`src/rtl/wb_interconnect_to_pkg.sv`:
```
// wb_interconnect_to_pkg: FSM state encodings, fault codes and sizing helpers for the WB interconnect.
// Latency: n/a (definitions only).
// Backpressure: n/a (definitions only).
package wb_interconnect_to_pkg;

  // FSM states kept as plain 2-bit constants so older tooling and waveform
  // decoders that expect raw codes keep working.
  localparam logic [1:0] ST_IDLE   = 2'd0;
  localparam logic [1:0] ST_DECODE = 2'd1;
  localparam logic [1:0] ST_WAIT   = 2'd2;
  localparam logic [1:0] ST_RESP   = 2'd3;

  // Fault codes reported on fault_code_o.
  localparam logic [1:0] FAULT_NONE    = 2'b00;
  localparam logic [1:0] FAULT_MISS    = 2'b01;
  localparam logic [1:0] FAULT_TIMEOUT = 2'b10;
  localparam logic [1:0] FAULT_SLV_ERR = 2'b11;

  // Timer must count 0..TIMEOUT-1; a disabled timeout still needs a 1-bit vector.
  function automatic int timer_width(input int timeout);
    return (timeout <= 0) ? 1 : $clog2(timeout + 1);
  endfunction

endpackage

```
`src/rtl/wb_interconnect_to_if.sv`:
```
// wb_interconnect_to_if: bundles the upstream master bus and the downstream N-slave bus of the interconnect.
// Latency: n/a (wiring only).
// Backpressure: n/a (wiring only); ack/err from slaves stall the interconnect until returned.
// Modports: slave  = the interconnect's view (it is the Wishbone slave of the upstream master);
//           master = the surrounding environment's view (upstream master plus the downstream slaves).
interface wb_interconnect_to_if #(
  parameter int NUM_SLAVES = 24
);
  // upstream master side
  logic                    wbm_cyc_i;
  logic                    wbm_stb_i;
  logic                    wbm_we_i;
  logic [3:0]              wbm_sel_i;
  logic [31:0]             wbm_adr_i;
  logic [31:0]             wbm_dat_i;
  logic [31:0]             wbm_dat_o;
  logic                    wbm_ack_o;
  logic                    wbm_err_o;
  // downstream slave side
  logic [NUM_SLAVES-1:0]   wbs_cyc_o;
  logic [NUM_SLAVES-1:0]   wbs_stb_o;
  logic                    wbs_we_o;
  logic [3:0]              wbs_sel_o;
  logic [31:0]             wbs_adr_o;
  logic [31:0]             wbs_dat_o;
  logic [32*NUM_SLAVES-1:0] wbs_dat_i;
  logic [NUM_SLAVES-1:0]   wbs_ack_i;
  logic [NUM_SLAVES-1:0]   wbs_err_i;

  modport slave (
    input  wbm_cyc_i, wbm_stb_i, wbm_we_i, wbm_sel_i, wbm_adr_i, wbm_dat_i,
    output wbm_dat_o, wbm_ack_o, wbm_err_o,
    output wbs_cyc_o, wbs_stb_o, wbs_we_o, wbs_sel_o, wbs_adr_o, wbs_dat_o,
    input  wbs_dat_i, wbs_ack_i, wbs_err_i
  );

  modport master (
    output wbm_cyc_i, wbm_stb_i, wbm_we_i, wbm_sel_i, wbm_adr_i, wbm_dat_i,
    input  wbm_dat_o, wbm_ack_o, wbm_err_o,
    input  wbs_cyc_o, wbs_stb_o, wbs_we_o, wbs_sel_o, wbs_adr_o, wbs_dat_o,
    output wbs_dat_i, wbs_ack_i, wbs_err_i
  );

endinterface

```
`src/rtl/wb_interconnect_to_addr_decode.sv`:
```
// wb_interconnect_to_addr_decode: address-window hit vector, lowest-index priority select and base mux.
// Latency: combinational.
// Backpressure: none.
// Ports: adr in; hit_any, one-hot hit_sel and the matching window base hit_base out.
module wb_interconnect_to_addr_decode #(
  parameter int                       NUM_SLAVES = 24,
  parameter logic [32*NUM_SLAVES-1:0] SLAVE_ADDR = '0,
  parameter logic [32*NUM_SLAVES-1:0] SLAVE_HIGH = '0
) (
  input  logic [31:0]           adr,
  output logic                  hit_any,
  output logic [NUM_SLAVES-1:0] hit_sel,
  output logic [31:0]           hit_base
);

  logic [NUM_SLAVES-1:0] hit_vec;

  always_comb begin
    hit_vec = '0;
    for (int i = 0; i < NUM_SLAVES; i++) begin
      hit_vec[i] = (adr >= SLAVE_ADDR[32*i +: 32]) && (adr <= SLAVE_HIGH[32*i +: 32]);
    end
  end

  // Walk from the top index down so the lowest overlapping window is the last
  // one written and therefore wins.
  always_comb begin
    hit_any  = 1'b0;
    hit_sel  = '0;
    hit_base = '0;
    for (int i = NUM_SLAVES - 1; i >= 0; i--) begin
      if (hit_vec[i]) begin
        hit_any    = 1'b1;
        hit_sel    = '0;
        hit_sel[i] = 1'b1;
        hit_base   = SLAVE_ADDR[32*i +: 32];
      end
    end
  end

endmodule

```
`src/rtl/wb_interconnect_to.sv`:
```
// wb_interconnect_to: Wishbone 1-to-N interconnect with decode-miss, timeout, slave-error and abort handling.
// Latency: request sampled in IDLE; a slave acking in its first strobed cycle gives wbm_ack_o 3 cycles later.
// Backpressure: one transaction in flight; the master is only sampled in IDLE, slave stalls end at TIMEOUT.
// Ports: wb_clk_i, wb_rst_n_i (async active-low); bus (master + slave Wishbone signals);
//        fault_clr_i clears count/code; fault_adr_o, fault_code_o, fault_cnt_o describe the latest fault.
module wb_interconnect_to
  import wb_interconnect_to_pkg::*;
#(
  parameter int                       NUM_SLAVES    = 24,
  parameter logic [32*NUM_SLAVES-1:0] SLAVE_ADDR    = '0,
  parameter logic [32*NUM_SLAVES-1:0] SLAVE_HIGH    = '0,
  parameter int                       TIMEOUT       = 1024,
  parameter bit                       ADDR_RELATIVE = 1'b0,
  parameter int                       FAULT_CNT_W   = 16
) (
  input  logic                   wb_clk_i,
  input  logic                   wb_rst_n_i,
  wb_interconnect_to_if.slave    bus,
  input  logic                   fault_clr_i,
  output logic [31:0]            fault_adr_o,
  output logic [1:0]             fault_code_o,
  output logic [FAULT_CNT_W-1:0] fault_cnt_o
);

  localparam int          TW           = timer_width(TIMEOUT);
  localparam int          TIMER_LAST_I = (TIMEOUT <= 0) ? 0 : TIMEOUT - 1;
  localparam logic [TW-1:0] TIMER_LAST = TIMER_LAST_I[TW-1:0];

  logic [1:0]             state;
  logic [31:0]            req_adr;
  logic [NUM_SLAVES-1:0]  slv_sel;
  logic [TW-1:0]          timer;
  logic                   m_ack;
  logic                   m_err;
  logic [31:0]            m_dat;
  logic                   s_we;
  logic [3:0]             s_sel;
  logic [31:0]            s_adr;
  logic [31:0]            s_dat;

  logic                   hit_any;
  logic [NUM_SLAVES-1:0]  hit_sel;
  logic [31:0]            hit_base;
  logic                   sel_ack;
  logic                   sel_err;
  logic [31:0]            sel_dat;
  logic                   timed_out;
  logic                   fault_new;
  logic [1:0]             fault_new_code;

  wb_interconnect_to_addr_decode #(
    .NUM_SLAVES (NUM_SLAVES),
    .SLAVE_ADDR (SLAVE_ADDR),
    .SLAVE_HIGH (SLAVE_HIGH)
  ) u_decode (
    .adr      (req_adr),
    .hit_any  (hit_any),
    .hit_sel  (hit_sel),
    .hit_base (hit_base)
  );

  // Only the selected slave's response matters; others may be driving junk.
  assign sel_ack   = |(bus.wbs_ack_i & slv_sel);
  assign sel_err   = |(bus.wbs_err_i & slv_sel);
  assign timed_out = (TIMEOUT > 0) && (timer == TIMER_LAST);

  always_comb begin
    sel_dat = '0;
    for (int i = 0; i < NUM_SLAVES; i++) begin
      if (slv_sel[i]) sel_dat = sel_dat | bus.wbs_dat_i[32*i +: 32];
    end
  end

  // A fault is the transition into RESP with an error. An abort (cyc dropped)
  // outranks every slave response and never logs a fault.
  always_comb begin
    fault_new      = 1'b0;
    fault_new_code = FAULT_NONE;
    if (state == ST_DECODE && !hit_any) begin
      fault_new      = 1'b1;
      fault_new_code = FAULT_MISS;
    end else if (state == ST_WAIT && bus.wbm_cyc_i) begin
      if (sel_err) begin
        fault_new      = 1'b1;
        fault_new_code = FAULT_SLV_ERR;
      end else if (!sel_ack && timed_out) begin
        fault_new      = 1'b1;
        fault_new_code = FAULT_TIMEOUT;
      end
    end
  end

  always_ff @(posedge wb_clk_i or negedge wb_rst_n_i) begin
    if (!wb_rst_n_i) begin
      state   <= ST_IDLE;
      req_adr <= '0;
      slv_sel <= '0;
      timer   <= '0;
      m_ack   <= 1'b0;
      m_err   <= 1'b0;
      m_dat   <= '0;
      s_we    <= 1'b0;
      s_sel   <= '0;
      s_adr   <= '0;
      s_dat   <= '0;
    end else begin
      m_ack <= 1'b0;
      m_err <= 1'b0;
      case (state)
        ST_IDLE: begin
          if (bus.wbm_cyc_i && bus.wbm_stb_i) begin
            req_adr <= bus.wbm_adr_i;
            s_adr   <= bus.wbm_adr_i;
            s_we    <= bus.wbm_we_i;
            s_sel   <= bus.wbm_sel_i;
            s_dat   <= bus.wbm_dat_i;
            state   <= ST_DECODE;
          end
        end
        ST_DECODE: begin
          if (hit_any) begin
            slv_sel <= hit_sel;
            timer   <= '0;
            if (ADDR_RELATIVE) s_adr <= req_adr - hit_base;
            state   <= ST_WAIT;
          end else begin
            m_err <= 1'b1;
            m_dat <= '0;
            state <= ST_RESP;
          end
        end
        ST_WAIT: begin
          if (!bus.wbm_cyc_i) begin
            slv_sel <= '0;
            timer   <= '0;
            s_we    <= 1'b0;
            s_sel   <= '0;
            s_adr   <= '0;
            s_dat   <= '0;
            state   <= ST_IDLE;
          end else if (sel_err || sel_ack || timed_out) begin
            slv_sel <= '0;
            timer   <= '0;
            state   <= ST_RESP;
            if (sel_err || !sel_ack) begin
              m_err <= 1'b1;
              m_dat <= '0;
            end else begin
              m_ack <= 1'b1;
              // write acks leave the last read data visible
              if (!s_we) m_dat <= sel_dat;
            end
          end else begin
            timer <= timer + TW'(1);
          end
        end
        ST_RESP: begin
          s_we  <= 1'b0;
          s_sel <= '0;
          s_adr <= '0;
          s_dat <= '0;
          state <= ST_IDLE;
        end
        default: state <= ST_IDLE;
      endcase
    end
  end

  // A clear coinciding with a new fault is overridden: the new fault becomes count 1.
  always_ff @(posedge wb_clk_i or negedge wb_rst_n_i) begin
    if (!wb_rst_n_i) begin
      fault_adr_o  <= '0;
      fault_code_o <= FAULT_NONE;
      fault_cnt_o  <= '0;
    end else if (fault_new) begin
      fault_adr_o  <= req_adr;
      fault_code_o <= fault_new_code;
      if (fault_clr_i)             fault_cnt_o <= FAULT_CNT_W'(1);
      else if (~&fault_cnt_o)      fault_cnt_o <= fault_cnt_o + FAULT_CNT_W'(1);
    end else if (fault_clr_i) begin
      fault_code_o <= FAULT_NONE;
      fault_cnt_o  <= '0;
    end
  end

  assign bus.wbm_ack_o = m_ack;
  assign bus.wbm_err_o = m_err;
  assign bus.wbm_dat_o = m_dat;
  assign bus.wbs_cyc_o = slv_sel;
  assign bus.wbs_stb_o = slv_sel;
  assign bus.wbs_we_o  = s_we;
  assign bus.wbs_sel_o = s_sel;
  assign bus.wbs_adr_o = s_adr;
  assign bus.wbs_dat_o = s_dat;

endmodule

```
`src/flat_wrapper.sv`:
```
// flat-port wrapper written by rule: the top's interface ports become plain ports
module wb_interconnect_to_flat import wb_interconnect_to_pkg::*;
#(
  parameter int                       NUM_SLAVES    = 24,
  parameter logic [32*NUM_SLAVES-1:0] SLAVE_ADDR    = '0,
  parameter logic [32*NUM_SLAVES-1:0] SLAVE_HIGH    = '0,
  parameter int                       TIMEOUT       = 1024,
  parameter bit                       ADDR_RELATIVE = 1'b0,
  parameter int                       FAULT_CNT_W   = 16
)
  (wb_clk_i, wb_rst_n_i, fault_clr_i, fault_adr_o, fault_code_o, fault_cnt_o, bus_wbm_cyc_i, bus_wbm_stb_i, bus_wbm_we_i, bus_wbm_sel_i, bus_wbm_adr_i, bus_wbm_dat_i, bus_wbm_dat_o, bus_wbm_ack_o, bus_wbm_err_o, bus_wbs_cyc_o, bus_wbs_stb_o, bus_wbs_we_o, bus_wbs_sel_o, bus_wbs_adr_o, bus_wbs_dat_o, bus_wbs_dat_i, bus_wbs_ack_i, bus_wbs_err_i);
  wb_interconnect_to_if #(.NUM_SLAVES(NUM_SLAVES)) bus_i ();
  input  logic wb_clk_i;
  input  logic wb_rst_n_i;
  input  logic fault_clr_i;
  output logic [31:0] fault_adr_o;
  output logic [1:0] fault_code_o;
  output logic [FAULT_CNT_W-1:0] fault_cnt_o;
  input wire logic [$bits(bus_i.wbm_cyc_i)-1:0] bus_wbm_cyc_i;
  input wire logic [$bits(bus_i.wbm_stb_i)-1:0] bus_wbm_stb_i;
  input wire logic [$bits(bus_i.wbm_we_i)-1:0] bus_wbm_we_i;
  input wire logic [$bits(bus_i.wbm_sel_i)-1:0] bus_wbm_sel_i;
  input wire logic [$bits(bus_i.wbm_adr_i)-1:0] bus_wbm_adr_i;
  input wire logic [$bits(bus_i.wbm_dat_i)-1:0] bus_wbm_dat_i;
  output wire logic [$bits(bus_i.wbm_dat_o)-1:0] bus_wbm_dat_o;
  output wire logic [$bits(bus_i.wbm_ack_o)-1:0] bus_wbm_ack_o;
  output wire logic [$bits(bus_i.wbm_err_o)-1:0] bus_wbm_err_o;
  output wire logic [$bits(bus_i.wbs_cyc_o)-1:0] bus_wbs_cyc_o;
  output wire logic [$bits(bus_i.wbs_stb_o)-1:0] bus_wbs_stb_o;
  output wire logic [$bits(bus_i.wbs_we_o)-1:0] bus_wbs_we_o;
  output wire logic [$bits(bus_i.wbs_sel_o)-1:0] bus_wbs_sel_o;
  output wire logic [$bits(bus_i.wbs_adr_o)-1:0] bus_wbs_adr_o;
  output wire logic [$bits(bus_i.wbs_dat_o)-1:0] bus_wbs_dat_o;
  input wire logic [$bits(bus_i.wbs_dat_i)-1:0] bus_wbs_dat_i;
  input wire logic [$bits(bus_i.wbs_ack_i)-1:0] bus_wbs_ack_i;
  input wire logic [$bits(bus_i.wbs_err_i)-1:0] bus_wbs_err_i;
  assign bus_i.wbm_cyc_i = bus_wbm_cyc_i;
  assign bus_i.wbm_stb_i = bus_wbm_stb_i;
  assign bus_i.wbm_we_i = bus_wbm_we_i;
  assign bus_i.wbm_sel_i = bus_wbm_sel_i;
  assign bus_i.wbm_adr_i = bus_wbm_adr_i;
  assign bus_i.wbm_dat_i = bus_wbm_dat_i;
  assign bus_wbm_dat_o = bus_i.wbm_dat_o;
  assign bus_wbm_ack_o = bus_i.wbm_ack_o;
  assign bus_wbm_err_o = bus_i.wbm_err_o;
  assign bus_wbs_cyc_o = bus_i.wbs_cyc_o;
  assign bus_wbs_stb_o = bus_i.wbs_stb_o;
  assign bus_wbs_we_o = bus_i.wbs_we_o;
  assign bus_wbs_sel_o = bus_i.wbs_sel_o;
  assign bus_wbs_adr_o = bus_i.wbs_adr_o;
  assign bus_wbs_dat_o = bus_i.wbs_dat_o;
  assign bus_i.wbs_dat_i = bus_wbs_dat_i;
  assign bus_i.wbs_ack_i = bus_wbs_ack_i;
  assign bus_i.wbs_err_i = bus_wbs_err_i;
  wb_interconnect_to #(.NUM_SLAVES(NUM_SLAVES), .SLAVE_ADDR(SLAVE_ADDR), .SLAVE_HIGH(SLAVE_HIGH), .TIMEOUT(TIMEOUT), .ADDR_RELATIVE(ADDR_RELATIVE), .FAULT_CNT_W(FAULT_CNT_W)) u_core (.wb_clk_i(wb_clk_i), .wb_rst_n_i(wb_rst_n_i), .bus(bus_i), .fault_clr_i(fault_clr_i), .fault_adr_o(fault_adr_o), .fault_code_o(fault_code_o), .fault_cnt_o(fault_cnt_o));
endmodule
```
`config.mk`:
```
export PLATFORM = sky130hd
export DESIGN_NAME = wb_interconnect_to_flat
export DESIGN_NICKNAME = d
export VERILOG_FILES = /design/src/rtl/wb_interconnect_to_pkg.sv /design/src/rtl/wb_interconnect_to_if.sv /design/src/rtl/wb_interconnect_to_addr_decode.sv /design/src/rtl/wb_interconnect_to.sv /design/src/flat_wrapper.sv
export SDC_FILE = /design/constraint.sdc
export NUM_CORES = 1
export LEC_CHECK = 0
export CORE_AREA = 5 5 427 429
export CTS_CLUSTER_DIAMETER = 50
export CTS_CLUSTER_SIZE = 25
export DETAILED_ROUTE_END_ITERATION = 10
export DIE_AREA = 0 0 432 434
export RECOVER_POWER = 50
export SETUP_SLACK_MARGIN = 0.3
export SYNTH_ARGS = -nofsm -noshare
export SYNTH_HDL_FRONTEND = slang
export SYNTH_HIERARCHICAL = 1
export SYNTH_SLANG_ARGS = --single-unit
```
`constraint.sdc`:
```
create_clock -name wb_clk_i -period 5.6 [get_ports wb_clk_i]
set_clock_uncertainty 0.2 [all_clocks]
set_input_delay 0.84 -clock wb_clk_i [delete_from_list [all_inputs] [get_ports wb_clk_i]]
set_output_delay 0.84 -clock wb_clk_i [all_outputs]
set_load 0.02 [all_outputs]
```
-- Word level (Yosys, flattened, before mapping)
Cells that the tools add are included.
- add/sub/neg operators: 2
- $lt $le $gt $ge: 2
- equal/unequal tests: 13
- muxes and demuxes: 79
- bitwise logic cells: 25
- reduce and logical (&&, ||, !) cells: 24
- operators with widths (cell ; count):
    32-bit two-way mux ; 32
    32-bit OR ; 23
    32-bit one-hot mux with 3 select lines ; 2
    24-bit two-way mux ; 3
    16-bit two-way mux ; 4
    32-bit one-hot mux with 2 select lines ; 1
    24-bit bitwise AND ; 2
    24-bit one-hot mux with 2 select lines ; 1
    24-bit OR reduction ; 2
    11-bit two-way mux ; 3
    32-bit by 1-bit greater-or-equal comparator with 1-bit output (second input constant) ; 1
    32-bit by 1-bit <= comparator with 1-bit output (second input constant) ; 1
    11-bit one-hot mux with 2 select lines ; 1
    2-bit two-way mux ; 9
    1-bit two-way mux ; 17
    16-bit by 1-bit adder with 16-bit output (second input constant) ; 1
    16-bit AND reduction ; 1
    4-bit one-hot mux with 3 select lines ; 1
    11-bit by 1-bit adder with 11-bit output (second input constant) ; 1
    11-bit by 10-bit == test with 1-bit output (second input constant) ; 1
    2-bit != test (second input constant) ; 5
    4-bit two-way mux ; 2
    2-bit one-hot mux with 4 select lines ; 1
    2-bit AND reduction ; 4
    14 further kinds ; 26
- register bits: 222
- bits of input ports: 890
- output and inout bits: 201
- word-level logic and storage cells: 159

-- Longest topological paths before layout
- depth in word-level cells: 52
- gate-level depth with buffers: 10
- gate-level depth less buffers: 9

-- Modules after synthesis
The synthesis kept the hierarchy.
- modules (own cells, without submodules) (module ; times used ; cells each ; area each (um^2) ; sequential area each (um^2)):
    wb_interconnect_to ; 1 ; 1509 ; 13929.6 ; 5555.3
    wb_interconnect_to_addr_decode ; 1 ; 68 ; 496.7 ; 0.0

-- Worst setup path before layout
No wires, ideal clock.
- kind: input to register
- from: in bus_wbs_ack_i[0]
- to: reg u_core.slv_sel[13], in the netlist u_core/bus.wbs_cyc_o[13]
- setup time: 0.074 ns
- arrival: 2.605 ns
- required time: 5.326 ns
- path slack: 2.721 ns
- stages: 9
- path buffers: 2
- path through: a22oi_2 -> nand4_2 -> nor4_4 -> or4b_4 -> o21ai_2 -> buf_6 -> buf_12 -> nand2_2 -> o21ai_2
- word-level cells in the longest chain between the ends: 6
- RTL lines (what ; RTL line ; RTL):
    from (decl) ; flat_wrapper.sv:35 ; input wire logic [$bits(bus_i.wbs_ack_i)-1:0] bus_wbs_ack_i;
    24-bit bitwise AND ; wb_interconnect_to.sv:63 ; assign sel_ack = |(bus.wbs_ack_i & slv_sel);
    24-bit OR reduction ; wb_interconnect_to.sv:63 ;
    1-bit logical OR (2 in a row) ; wb_interconnect_to.sv:141 ; end else if (sel_err || sel_ack || timed_out) begin
    3-bit != test (no line) ; -- ;
    3-bit AND reduction (no line) ; -- ;
    to (signal assigned) ; wb_interconnect_to.sv:122 ; slv_sel <= hit_sel;
    to (decl) ; wb_interconnect_to.sv:31 ; logic [NUM_SLAVES-1:0] slv_sel;
Every way passes these cells.
A chain may end at the register's enable or synchronous reset.

-- Worst setup path after layout
- from: reg u_core.slv_sel[19], in the netlist u_core/bus.wbs_cyc_o[19]
- to: reg u_core.fault_cnt_o[1]
- word-level cells in the longest chain between the ends: 10
- elaborated cells between the ends (all ways): 13
- classes of those cells: mux (5); bitwise (2); reduce/logical (6)
- RTL lines (what ; RTL line ; RTL):
    24-bit bitwise AND ; wb_interconnect_to.sv:63 ;
    24-bit OR reduction ; wb_interconnect_to.sv:63 ;
    1-bit logical NOT ; wb_interconnect_to.sv:86 ; end else if (!sel_ack && timed_out) begin
    1-bit logical AND ; wb_interconnect_to.sv:86 ;
    1-bit two-way mux ; wb_interconnect_to.sv:86 ;
    1-bit two-way mux * ; wb_interconnect_to.sv:83 ; if (sel_err) begin
    1-bit two-way mux * ; wb_interconnect_to.sv:82 ; end else if (state == ST_WAIT && bus.wbm_cyc_i) begin
    1-bit two-way mux * ; wb_interconnect_to.sv:79 ; if (state == ST_DECODE && !hit_any) begin
    2-bit nonzero test (no line) ; -- ;
    2-bit AND reduction (no line) ; -- ;
    to (signal assigned) ; wb_interconnect_to.sv:179 ; else if (~&fault_cnt_o) fault_cnt_o <= fault_cnt_o + FAULT_CNT_W'(1);
    to (decl) ; wb_interconnect_to.sv:22 ; output logic [FAULT_CNT_W-1:0] fault_cnt_o
Mark *: on every way between the ends. The rest lies on a longest branch, timed or not.

==> metrics.cfg <==
[floorplanning]
die_w_um = 432
core_mm2 = 0.178
dieArea_mm2 = 0.187
die_h_um = 434
ios = 1091
std_cell_rows = 155
initial_core_util_pct = 7.98

[critical_path]
worst_ep_arrival_time_ps = 4550
critPathMaxFanout = 15
cpMaxStageDelayCell = a211oi_2
crit_buf_inv = 1
critPathTopFamily = compound AO/OA/AOI/OAI gates
cp-end-kind = flip-flop
worstPathCellList = a22o_1, a221oi_2, nand4_1, a211oi_2, o21ai_4, buf_4, and2_0, a31o_2
cp-start-kind = flip-flop
cp.required_ps = 5870
slowest_delay_ps = 1040
critical_path_class = reg2reg

[global_route]
antenna_found_initial = 116
grt_pass1_wl_um = 202000
grt_max_degree = 115
track_usage_pct = 16.3
overflow = 0
grt_pass1_vias = 19100

[sta]
grt_setup_unrepaired = false
finalCriticalPeriod_ps = 4280
tns_ps = 0
finalCritPeriodShare_pct = 76.4
slew_violations = 33
setup_violations = 0
worst_pin_slew_ps = 1970
max_clock_freq_ghz = 0.234
hold_violations = 0
slew_headroom_pct = -31.6

[layout]
fillCellCount = 20000
drive_above_1_share_pct = 11.9
nets = 3458
syn_to_final_growth_pct = 106
fin_area_mm2 = 0.0292

[clock_tree]
cts_setup_buffers = 0
cts_hold_buf = 0
clock_tree.buffer_depth = 3
ctsHtreeMaxLevel = 2
clockRootBuffer = clkbuf_16
cts_tree = yes
clock_latency_ps = 580
cts_made_buffers = 42
clk_transition_reported_paths_ps = 60
cts_resized = 0
clkSinkCount = 222

[detailed_routing]
wl_per_cell_um = 32.7
drtIter0Drc = 1761
viasPerCell = 3.84
drt_first_pass_iters = 7
detail_route.drc_violations = 0
route.antenna.remaining_nets = 0
vias = 19100
totalWireLength_um = 163000

[hold_path]
hp-class = in2async

[logic_synthesis]
yosys_warnings = 6
syn_inst = 1545
avgSynthCellArea_um2 = 9.18
synth_area_mm2 = 0.0142

[placement]
hpwl_um = 138000
gp_congestion = 0.938
io_buffers = 1090
postPlaceCellArea_mm2 = 0.0276

[power]
powerDensity_mw_per_mm2 = 480
power.leakage_nw = 10.9
peakVddDrop_v = 0.000299

[job]
cap_violations = 1

[outcome]
violations = capacitance limit, slew limit
run_status = complete, but fails checks

==> routing by layer <==
layer  GRT usage, %  vias to the layer above  part of all wire (%)
met5              0                        -                  0.18
met2           28.1                     1288                    49
met3           6.66                      281                    11
met1           18.2                     9554                    36
met4           5.52                       48                   3.8
li1               -                     7975                     -
==> path summary, 6_finish.rpt <==
check                                    startpoint  slack, ps  cells after the start                  endpoint
max in group asynchronous                wb_rst_n_i       3530                      2        u_core/req_adr[29]
setup reg to reg           u_core/bus.wbs_cyc_o[19]       1320                      8     u_core/fault_cnt_o[1]
setup / recovery           u_core/bus.wbs_cyc_o[19]       1320                      8     u_core/fault_cnt_o[1]
hold reg to reg            u_core/bus.wbs_dat_o[27]        260                      2  u_core/bus.wbs_dat_o[27]
min in group wb_clk_i      u_core/bus.wbs_dat_o[27]        260                      2  u_core/bus.wbs_dat_o[27]
hold / removal                           wb_rst_n_i          6                      1   u_core/bus.wbs_dat_o[0]
==> registers in the layout, summed over array words and instances, names as in the netlist, 2 cells and up <==
| name | flops |
|---|---|
| u_core/state | 2 |
| u_core/req_adr | 32 |
| u_core/bus.wbs_adr_o | 32 |
| u_core/bus.wbs_dat_o | 32 |
| u_core/fault_adr_o | 32 |
| u_core/bus.wbs_sel_o | 4 |
| u_core/timer | 11 |
| u_core/fault_cnt_o | 16 |
| u_core/fault_code_o | 2 |
| u_core/bus.wbs_cyc_o | 24 |
| u_core/bus.wbm_dat_o | 32 |
==> stage by stage <==
stage / worst slack, ps / hold WS [ps] / std cells / util, % / power, mW
after floorplan: 2720 / 266 / 1567 / - / 6.59
after global placement: 913 / 251 / 4872 / 15.5 / 11.4
after detailed placement: 877 / 255 / 4872 / 15.5 / 11.5
after CTS: 1380 / 1.17 / 4950 / 16.4 / 14.3
after global routing: 1240 / 14.7 / 4968 / 16.4 / 14.7
final: 1320 / 5.56 / 4986 / 16.4 / 14.0
==> power breakdown <==
part | switching [mW] | total (mW) | internal, mW
combinational | 5.30 | 8.26 | 2.96
sequential | 0.848 | 3.07 | 2.23
clock | 1.05 | 2.68 | 1.63
total | 7.19 | 14.0 | 6.82
==> cell usage in the layout (no fill, tap or decap), types with 42 or more instances in the layout <==
cell type        instances
mux2_2                  98
dfrtp_1                198
nor2_1                  57
nand2_1                186
nand4_1                 75
nand3_1                113
a22oi_1                330
clkbuf_16               42
buf_4                   47
dlygate4sd3_1           70
clkdlybuf4s50_1       1019
==> cell type report <==
class / count / area, µm² / share of cell area, %
clock buffers: 50 / 1090 / 3.74
clock inverters: 28 / 393 / 1.35
repair buffers: 1140 / 11300 / 38.7
well taps: 2355 / 2950 / 10.1
flip-flops and latches: 222 / 5630 / 19.3
inverters: 10 / 37.5 / 0.129
diodes: 36 / 90.1 / 0.309
multi-input cells: 1145 / 7700 / 26.4
Power figures use the tool's default switching activity.
